$ cat config.mk
export PLATFORM = sky130hd
export DESIGN_NAME = csa_accum_nbit
export DESIGN_NICKNAME = d
export VERILOG_FILES = /design/src/rtl/csa_accum_nbit.sv
export SDC_FILE = /design/constraint.sdc
export NUM_CORES = 1
export LEC_CHECK = 0
export CAP_MARGIN = 20
export CORE_MARGIN = 4
export CORE_UTILIZATION = 40
export CTS_BUF_LIST = sky130_fd_sc_hd__clkbuf_16
export CTS_CLUSTER_DIAMETER = 120
export DETAILED_ROUTE_END_ITERATION = 10
export MAX_ROUTING_LAYER = met4
export PLACE_DENSITY = 0.61
export SLEW_MARGIN = 20
export SYNTH_ARGS = -nofsm -noshare
export SYNTH_HDL_FRONTEND = slang
export SYNTH_SLANG_ARGS = --single-unit
$ cat constraint.sdc
create_clock -name clk -period 3.05 [get_ports clk]
set_clock_uncertainty 0.15 [all_clocks]
set_input_delay 0.4575 -clock clk [delete_from_list [all_inputs] [get_ports clk]]
set_output_delay 0.4575 -clock clk [all_outputs]
set_load 0.01 [all_outputs]
$ cat src/rtl/csa_accum_nbit.sv
// Sequential carry-save partial-product accumulator: sums shifted OP_W-bit operands
// into an ACC_W-bit total with wrap/saturate overflow, sticky overflow flag and beat count.
module csa_accum_nbit #(
  parameter int ACC_W = 8,
  parameter int OP_W  = 5,
  parameter int SH_W  = 2,
  parameter int CNT_W = 4
) (
  input  logic             clk,
  input  logic             rst_n,
  input  logic             in_valid,
  output logic             in_ready,
  input  logic [OP_W-1:0]  in_op,
  input  logic [SH_W-1:0]  in_shift,
  input  logic             in_first,
  input  logic             in_last,
  input  logic             sat_mode,
  output logic             out_valid,
  input  logic             out_ready,
  output logic [ACC_W-1:0] out_sum,
  output logic             out_ovf,
  output logic [CNT_W-1:0] out_beats
);

  // Wide enough that neither the shifted addend nor acc + addend can lose a bit.
  localparam int FW = ACC_W + OP_W + (1 << SH_W);

  typedef enum logic [1:0] {IDLE, ACCUM, HOLD} state_t;

  state_t             state;
  logic [ACC_W-1:0]   acc;
  logic               ovf;
  logic [CNT_W-1:0]   beats;
  logic               mode_q;

  logic               accept;
  logic               start;
  logic               mode_eff;
  logic               ovf_now;
  logic [FW-1:0]      addend;
  logic [FW-1:0]      sum;
  logic [ACC_W-1:0]   acc_nxt;
  logic               ovf_nxt;
  logic [CNT_W-1:0]   beats_nxt;

  assign in_ready = (state != HOLD);
  assign accept   = in_valid && in_ready;
  // In IDLE every accepted beat opens a new sum; in ACCUM only an in_first beat does.
  assign start    = accept && ((state == IDLE) || in_first);

  // NOTE: every signal driven here is assigned on every path, so no latch is inferred.
  always_comb begin
    addend    = {{(FW-OP_W){1'b0}}, in_op} << in_shift;
    sum       = (start ? {FW{1'b0}} : {{(FW-ACC_W){1'b0}}, acc}) + addend;
    mode_eff  = start ? sat_mode : mode_q;
    ovf_now   = |sum[FW-1:ACC_W];
    acc_nxt   = (ovf_now && mode_eff) ? {ACC_W{1'b1}} : sum[ACC_W-1:0];
    ovf_nxt   = (ovf && !start) || ovf_now;
    if (start)
      beats_nxt = CNT_W'(1);
    else if (&beats)
      beats_nxt = beats;
    else
      beats_nxt = beats + CNT_W'(1);
  end

  // NOTE: sequential state uses non-blocking assignments so all registers update together.
  always_ff @(posedge clk or negedge rst_n) begin
    if (!rst_n) begin
      state     <= IDLE;
      acc       <= '0;
      ovf       <= 1'b0;
      beats     <= '0;
      mode_q    <= 1'b0;
      out_valid <= 1'b0;
      out_sum   <= '0;
      out_ovf   <= 1'b0;
      out_beats <= '0;
    end else begin
      case (state)
        IDLE, ACCUM: begin
          if (accept) begin
            acc    <= acc_nxt;
            ovf    <= ovf_nxt;
            beats  <= beats_nxt;
            mode_q <= mode_eff;
            if (in_last) begin
              state     <= HOLD;
              out_valid <= 1'b1;
              out_sum   <= acc_nxt;
              out_ovf   <= ovf_nxt;
              out_beats <= beats_nxt;
            end else begin
              state <= ACCUM;
            end
          end
        end
        HOLD: begin
          if (out_ready) begin
            state     <= IDLE;
            out_valid <= 1'b0;
          end
        end
        default: state <= IDLE;
      endcase
    end
  end

endmodule

## Word level (Yosys, flattened, before mapping)

Cells that the tools add are included.

| word-level totals | value |
|---|---|
| flip-flop bits (word level) | 30 |
| input bits | 14 |
| output and inout bits | 15 |
| word-level logic and storage cells | 47 |

| cells by class | value |
|---|---|
| $add $sub $neg | 2 |
| equal/unequal tests | 6 |
| shift operators | 1 |
| mux-type cells | 13 |
| reductions and logical operators | 16 |

Operators by type and width:

| cell | count |
|---|---|
| $add A8 B17 Y17 | 1 |
| $shl A5 B2 Y17 | 1 |
| $mux W8 | 2 |
| $reduce_or A9 Y1 | 1 |
| $mux W4 | 2 |
| $ne A2 B2 Y1 const B | 4 |
| $reduce_and A4 Y1 | 2 |
| $mux W2 | 3 |
| $add A4 B1 Y4 const B | 1 |
| $logic_and A1 B1 Y1 | 4 |
| $mux W1 | 4 |
| $pmux W2 S2 | 1 |
| $reduce_and A2 Y1 | 2 |
| $reduce_and A3 Y1 | 1 |
| $eq A2 B1 Y1 const B | 1 |
| $eq A2 B2 Y1 const B | 1 |
| $logic_not A2 Y1 | 1 |
| $logic_or A1 B1 Y1 | 2 |
| $pmux W1 S2 | 1 |
| $reduce_bool A2 Y1 | 1 |
| $reduce_or A2 Y1 | 1 |
| $logic_not A1 Y1 | 1 |

## Logic depth before layout (Yosys ltp)

| depth | value |
|---|---|
| depth after elaboration | 8 |
| mapped depth | 12 |
| mapped depth without buffers | 10 |

## Worst setup path after synthesis

Ideal clock, no wire load.

| path | value |
|---|---|
| kind | input-to-reg |
| start | in in_first |
| end | reg acc[2] |
| library setup time | 0.141 ns |
| data arrival time | 2.696 ns |
| required time | 2.759 ns |
| slack | 0.062 ns |
| cell stages on the path | 12 |
| path buffers | 2 |
| cells stage by stage | nand2b_1 > nand3_2 > clkbuf_1 > and2_1 > ha_1 > fa_1 > a211oi_1 > nor2_1 > a221o_2 > nand2_4 > buf_8 > a31oi_1 |

| on the way | value |
|---|---|
| cells in the longest elaborated chain, start to end | 7 |
| elaborated cells on any way between the ends | 8 |
| classes of those cells | add/sub (1); mux (3); reduce/logical (4) |

Ends and longest elaborated chain:

| item | RTL line | source |
|---|---|---|
| start, declared | 15 | `input logic in_first,` |
| $logic_or A1 B1 Y1 * | 49 | `assign start = accept && ((state == IDLE) \|\| in_first);` |
| $logic_and A1 B1 Y1 * | 49 |  |
| $mux W8 | 54 | `sum = (start ? {FW{1'b0}} : {{(FW-ACC_W){1'b0}}, acc}) + addend;` |
| $add A8 B17 Y17 | 54 |  |
| $reduce_or A9 Y1 | 56 | `ovf_now = \|sum[FW-1:ACC_W];` |
| $logic_and A1 B1 Y1 | 57 | `acc_nxt = (ovf_now && mode_eff) ? {ACC_W{1'b1}} : sum[ACC_W-1:0];` |
| $mux W8 * | 57 |  |
| end signal, assigned | 83 | `acc <= acc_nxt;` |
| end, declared | 31 | `logic [ACC_W-1:0] acc;` |

Every way passes the cells marked *; elsewhere a longest branch is shown, timed or not.
A chain may end at the register's enable or synchronous reset.

## Worst setup path after layout

| path | value |
|---|---|
| start | in in_first |
| end | reg out_ovf |

| on the way | value |
|---|---|
| cells in the longest elaborated chain, start to end | 6 |
| elaborated cells on any way between the ends | 8 |
| classes of those cells | add/sub (1); mux (1); reduce/logical (6) |

Ends and longest elaborated chain:

| item | RTL line | source |
|---|---|---|
| $logic_or A1 B1 Y1 * | 49 |  |
| $logic_and A1 B1 Y1 * | 49 |  |
| $mux W8 | 54 |  |
| $add A8 B17 Y17 | 54 |  |
| $reduce_or A9 Y1 | 56 |  |
| $logic_or A1 B1 Y1 * | 58 | `ovf_nxt = (ovf && !start) \|\| ovf_now;` |
| end signal, assigned | 91 | `out_ovf <= ovf_nxt;` |
| end, declared | 21 | `output logic out_ovf,` |

Marks and branches as above.

==> impl_metrics.py <==
metrics = {
    "setup_path": {
        "startpoint_type": "input port",
        "crit_family": "compound AO/OA/AOI/OAI gates",
        "arrival_ns": 2.97,
        "critPathCaptureType": "register",
        "slowest_delay_ns": 0.47,
        "cp_max_fo": 5,
        "crit_chain": "clkdlybuf4s50_1, nand2b_4, nand3_4, and2_4, ha_4, fa_2, a211oi_2, nor2_1, a221o_2, a211oi_4, nor2_2",
        "setup.worst_path.class": "in -> reg",
        "critical_path.slowest_cell": "a221o_2",
        "reg2reg_to": "out_ovf",
        "endpoint": "out_ovf",
        "crit_buf_inv": 1,
        "reg2reg_from": "state[0]",
        "r2r_slack_ns": 0.24,
        "crit_cells": 11,
        "worstSetupStartpoint": "in_first",
        "ff2ff_path_depth": 10,
        "required_ns": 3.05,
    },
    "power": {
        "power.total_mw": 2.09,
        "vdd_drop_max_mv": 0.488,
        "p_per_area_nw_per_um2": 841,
        "p_leak_nw": 1.12,
    },
    "flow_run": {
        "drv_cap": 0,
    },
    "cts": {
        "cts.clk_slew.worst_paths_ns": 0.05,
        "ctsHtreeMaxLevel": 2,
        "clock_sinks": 30,
        "tritoncts": "yes",
        "cts-root-buf": "clkbuf_16",
        "clk_latency_ns": 0.27,
        "hold_buffers": 0,
        "cts_buffers": 5,
        "clock_path_buffers": 2,
    },
    "drt": {
        "first_pass_iters": 4,
        "wl_per_cell_um": 14.9,
        "drt-initial-drc-count": 78,
        "drt_drc_violations_left": 0,
        "ant_nets": 0,
        "vias": 1570,
        "via_per_inst": 5.38,
        "wl_um": 4360,
    },
    "timing": {
        "setup-tns-final_ns": 0,
        "whs_ns": 0.322,
        "worst-slew-pin-transition_ns": 0.468,
        "setup_viol": 0,
        "layout_worst_path_cycle_share_pct": 97.2,
        "fin_crit_ns": 2.96,
        "max_freq_ghz": 0.337,
        "drv_slew": 0,
        "rsz0062_at_grt": "no",
        "hold_violations": 0,
        "relSlewSlack_pct": 68.7,
    },
    "placement": {
        "placedCellCount": 281,
        "place.gp.congestion": 0.871,
        "dpl.hpwl_um": 3200,
        "dpl_cell_area_um2": 2240,
        "place.port_buffers": 28,
    },
    "logic_synthesis": {
        "avgSynthCellArea_um2": 9.38,
        "yosysMostFrequentCell": "dfrtp_1",
        "ys_async_sr_fraction_pct": 100,
        "yosys.area.top_type": "dfrtp_1",
        "ys_seq_area_share_pct": 42.3,
        "synth_edf_count": 0,
        "synth_common_cells": "30 x dfrtp_1, 26 x nor2_1, 17 x nand2_1",
        "syn_inst": 189,
        "synth_area_um2": 1770,
        "synth_cell_types": 39,
        "synth_fp_nets": 213,
        "synthFlopType": "dfrtp_1",
        "ys_warn_count": 0,
        "ys_ff_latch": 30,
        "yosysTopAreaCellShare_pct": 42.3,
        "synth_area_leaders": "dfrtp_1 42%, ha_1 6.4%, nor2_1 5.5%",
    },
    "cells_and_area": {
        "area_growth_pct": 40.3,
        "fin_area_um2": 2490,
        "n_antenna_cell": 0,
        "drive_gt1_share_pct": 21.5,
        "nNetsFinal": 265,
        "stdcell_count": 292,
    },
    "die": {
        "die_h_um": 74.6,
        "row_count": 23,
        "start_util_pct": 42.8,
        "io_pins": 29,
        "design.core.area_um2": 4140,
        "die_w_um": 74.6,
        "die-area_um2": 5560,
    },
    "status": {
        "outcome": "finished clean",
    },
    "global_route": {
        "grt-ovfl-total": 0,
        "track_usage_pct": 17.3,
        "antenna_found_initial": 0,
        "grt_max_degree": 31,
        "grt_pass1_wl_um": 7140,
        "grt_pass1_vias": 1516,
    },
    "hold_path": {
        "worstHoldPathType": "reg -> reg",
        "whs_path_depth": 2,
    },
}
-- repair_timing --
action | CTS | global route
endpoints found under the setup margin | 8 | 17
gates resized for setup | 3 | 14
pin swaps | 0 | 10
setup buffers | 0 | 3
-- through the flow --
stage / util (%) / worst slack (ns)
floorplan: - / 0.0625
global placement: 54.1 / -0.391
detailed placement: 54.1 / -0.456
global route: 60.0 / 0.00221
CTS: 57.9 / 0.0186
finish: 60.0 / 0.0855
-- worst min-delay path, stage by stage (launching register included) --
cell and delay [ns]:
dfrtp_1 0.33, nand2_1 0.04, o21ai_0 0.06
-- power by group --
part	switching, mW	internal [mW]	leakage (nW)
Clock	0.154	0.293	0.0724
Sequential	0.104	0.559	0.353
Combinational	0.455	0.526	0.691
-- cell type report --
class | instances | area, µm²
fillers | 366 | 1660
clock buffers | 5 | 125
inverters | 1 | 3.75
clock inverters | 3 | 12.5
multi-input cells | 148 | 1050
repair buffers | 55 | 485
well taps | 50 | 62.6
flip-flops and latches | 30 | 751
-- worst min-delay path by stage --
stage                             from      endpoint  slack (ns)
final                     out_beats[3]  out_beats[3]        0.32
after global routing      out_beats[1]  out_beats[1]        0.35
after CTS                 out_beats[3]  out_beats[3]        0.33
after detailed placement  out_beats[3]  out_beats[3]        0.32
after global placement          acc[4]        acc[4]        0.31
after floorplan                  rst_n        acc[0]        0.01
-- cell families (layout without fill, tap and decap cells) --
family,count (synthesis),count (layout),share of synthesized area (%)
simple gates,68,68,18.9
fa+ha+maj,10,10,7.48
buf+inv,11,64,3.17
mux,9,9,5.29
flops,30,30,42.3
compound gates,55,55,19.8
xor+xnor,6,6,2.96
-- routing by layer --
metal / up-vias / routed length [µm] / track usage [%]
li1: 777 / - / -
met1: 751 / 2050 / 22.6
met2: 38 / 2070 / 27.1
met3: 4 / 195 / 3.92
met4: 0 / 40 / 4.55
met5: - / 0 / -
-- state kept, by name (all words and copies together), names as in the netlist --
| name | flops |
|---|---|
| acc | 8 |
| out_valid | 1 |
| out_beats | 4 |
| out_ovf | 1 |
| beats | 4 |
| out_sum | 8 |
| state | 2 |
| mode_q | 1 |
| ovf | 1 |
-- layout by cell type (no fill, tap or decap), types with 7 or more instances in the layout --
| cell | instances |
|---|---|
| dfrtp_1 | 30 |
| clkdlybuf4s50_1 | 27 |
| buf_4 | 27 |
| nor2_1 | 25 |
| nand2_1 | 17 |
| a21oi_1 | 13 |
| o21ai_0 | 11 |
| a31oi_1 | 8 |
| and2_1 | 7 |
| ha_1 | 7 |
Note: power is estimated with default switching activity, not from simulation.
==> variant (same settings) <==
Add an input register stage for `sat_mode`, without a reset; this delays it by one clock. The other inputs are not delayed to match.
--- a/src/rtl/csa_accum_nbit.sv
+++ b/src/rtl/csa_accum_nbit.sv
@@ -29,2 +29,8 @@
 
+  logic sat_mode_q;
+
+  always_ff @(posedge clk) begin
+    sat_mode_q <= sat_mode;
+  end
+
   state_t             state;
@@ -54,3 +60,3 @@
     sum       = (start ? {FW{1'b0}} : {{(FW-ACC_W){1'b0}}, acc}) + addend;
-    mode_eff  = start ? sat_mode : mode_q;
+    mode_eff  = start ? sat_mode_q : mode_q;
     ovf_now   = |sum[FW-1:ACC_W];
Check against the original RTL: not equivalent (a bounded check fails within 4 cycles, from zero or initial values and one cycle with rst_n low).
==> variant against the original RTL <==
Synthesized cell count increased by 0.53%; routed wire length shrank 1.4%; area after synthesis is 0.99% higher; die area is 0.89% higher; power grew 0.71%; register-to-register slack lost 0.09 ns; setup slack better by 0.0026 ns; final area is 1.7% lower; critical path depth is the same; first-iteration DRC count is 22% higher; clock power grew 12%; maximum frequency barely moved; worst hold slack gained 0.0016 ns; sequential cell count grew 1; critical endpoint is now out_sum[3]; largest power group unchanged.
==> variant: results (changes against the original RTL) <==
- The fraction of synthesized cell area taken by the top area cell type is 41.93% (-0.41 points).
- The remaining max-slew budget at the tightest pin was 69.11% (+0.39 points).
- The post-synthesis async set-or-reset flop share is 96.77% (-3.2 points).
- The final total power is 2.106 mW (+0.71%).
- The commonest cells after synthesis are dfrtp_1 (30), nor2_1 (26), nand2_1 (17).
- The total number of nets in the final design is 262 (-1.1%).
- Ranked by total cell area, the synthesized netlist is headed by dfrtp_1 (42%), ha_1 (6.3%), nor2_1 (5.5%).
- The post-synthesis cell count is 190 (+0.53%).
- The final estimated routing congestion in global placement is 0.8521 (-2.1%).
- The library cell contributing the largest single delay on the critical path is clkdlybuf4s50_1.
- The global-route usage over all layers is 17.01% (-0.30 points).
- The sequential power came to 0.674 mW (+2%).
- The leakage power summed over all cells is 1.086 nW (-2.7%).
- The cell area after placement is 2241 um2 (-0.11%).
- The post-DP HPWL is 3149 um (-1.6%).
- The highest fanout seen on the critical path is 6 (+1).
- The clock share of power is 23.8% (+2.4 points).
- The critical path data arrival time is 2.96 ns (about the same).
- The sequential cell area fraction in the yosys report is 43.05% (+0.70 points).
- The internal power of the cells is 1.364 mW (-1.0%).
- The highest ir drop seen on vdd came to 0.0004460 V (-8.5%).
- The overall via count from detail_route is 1537 (-2.1%).
- The flow ran to the end, and the final reports show no timing, DRC or antenna violations.
- The detailed router's first-iteration violation count was 95 (+22%).
- The wire length of the first global-routing pass is 6962 um (-2.5%).
- The share of final-layout standard cells stronger than drive strength 1 came to 19.25% (-2.2 points).
- The net count after synthesis came to 214 (+0.47%).
## variant: logic make-up (layout without fill, tap and decap cells)
kind of cell    after synthesis  count (layout)  synth area share [%]
xor+xnor                      6               6                 2.935
compound gates               55              55                 19.64
mux                           9               9                 5.241
buf+inv                      11              59                 3.144
simple gates                 68              69                 18.59
fa+ha+maj                    10              10                 7.408
flops                        31              31                 43.05
## variant: repair_timing
action	in CTS	in global routing
gates resized for setup	0	10
endpoints found under the setup margin	0	17
setup buffers	0	1
## variant: per-layer routing
| metal | GRT usage, % | part of all wire (%) | vias up | wire length [um] |
|---|---|---|---|---|
| li1 | - | - | 767 | - |
| met1 | 21.45 | 47 | 724 | 2009 |
| met2 | 26.40 | 47 | 38 | 2014 |
| met3 | 4.406 | 4.6 | 8 | 196 |
| met4 | 5.929 | 1.7 | 0 | 72 |
| met5 | - | 0 | - | 0 |
## variant: per-stage QoR
stage	utilization (%)	hold WS, ns
after floorplan	-	0.01191
final	56.15	0.3232
after detailed placement	51.47	0.3138
after global routing	56.15	0.3486
after global placement	51.47	0.3080
after CTS	54.89	0.3267
## variant: final cells by class
type                       instances  area (um2)
timing repair buffer              50       445.4
clock inverter                     3       23.77
tap                               52       65.06
inverter                           1       3.754
multi-input combinational        149        1011
clock buffer                       5       125.1
sequential                        31       770.7
fill                             388        1909
## variant: worst paths after layout
path                          start          to  slack [ns]  depth (start not counted)
max in group asynchronous     rst_n   out_valid        2.06                          2
min in group asynchronous     rst_n  out_sum[5]        0.42                          2
min                        state[1]    state[0]        0.32                          1
min reg2reg                state[1]    state[0]        0.32                          1
max                        in_first  out_sum[3]        0.09                         11
max reg2reg                state[0]  out_sum[3]        0.15                         10
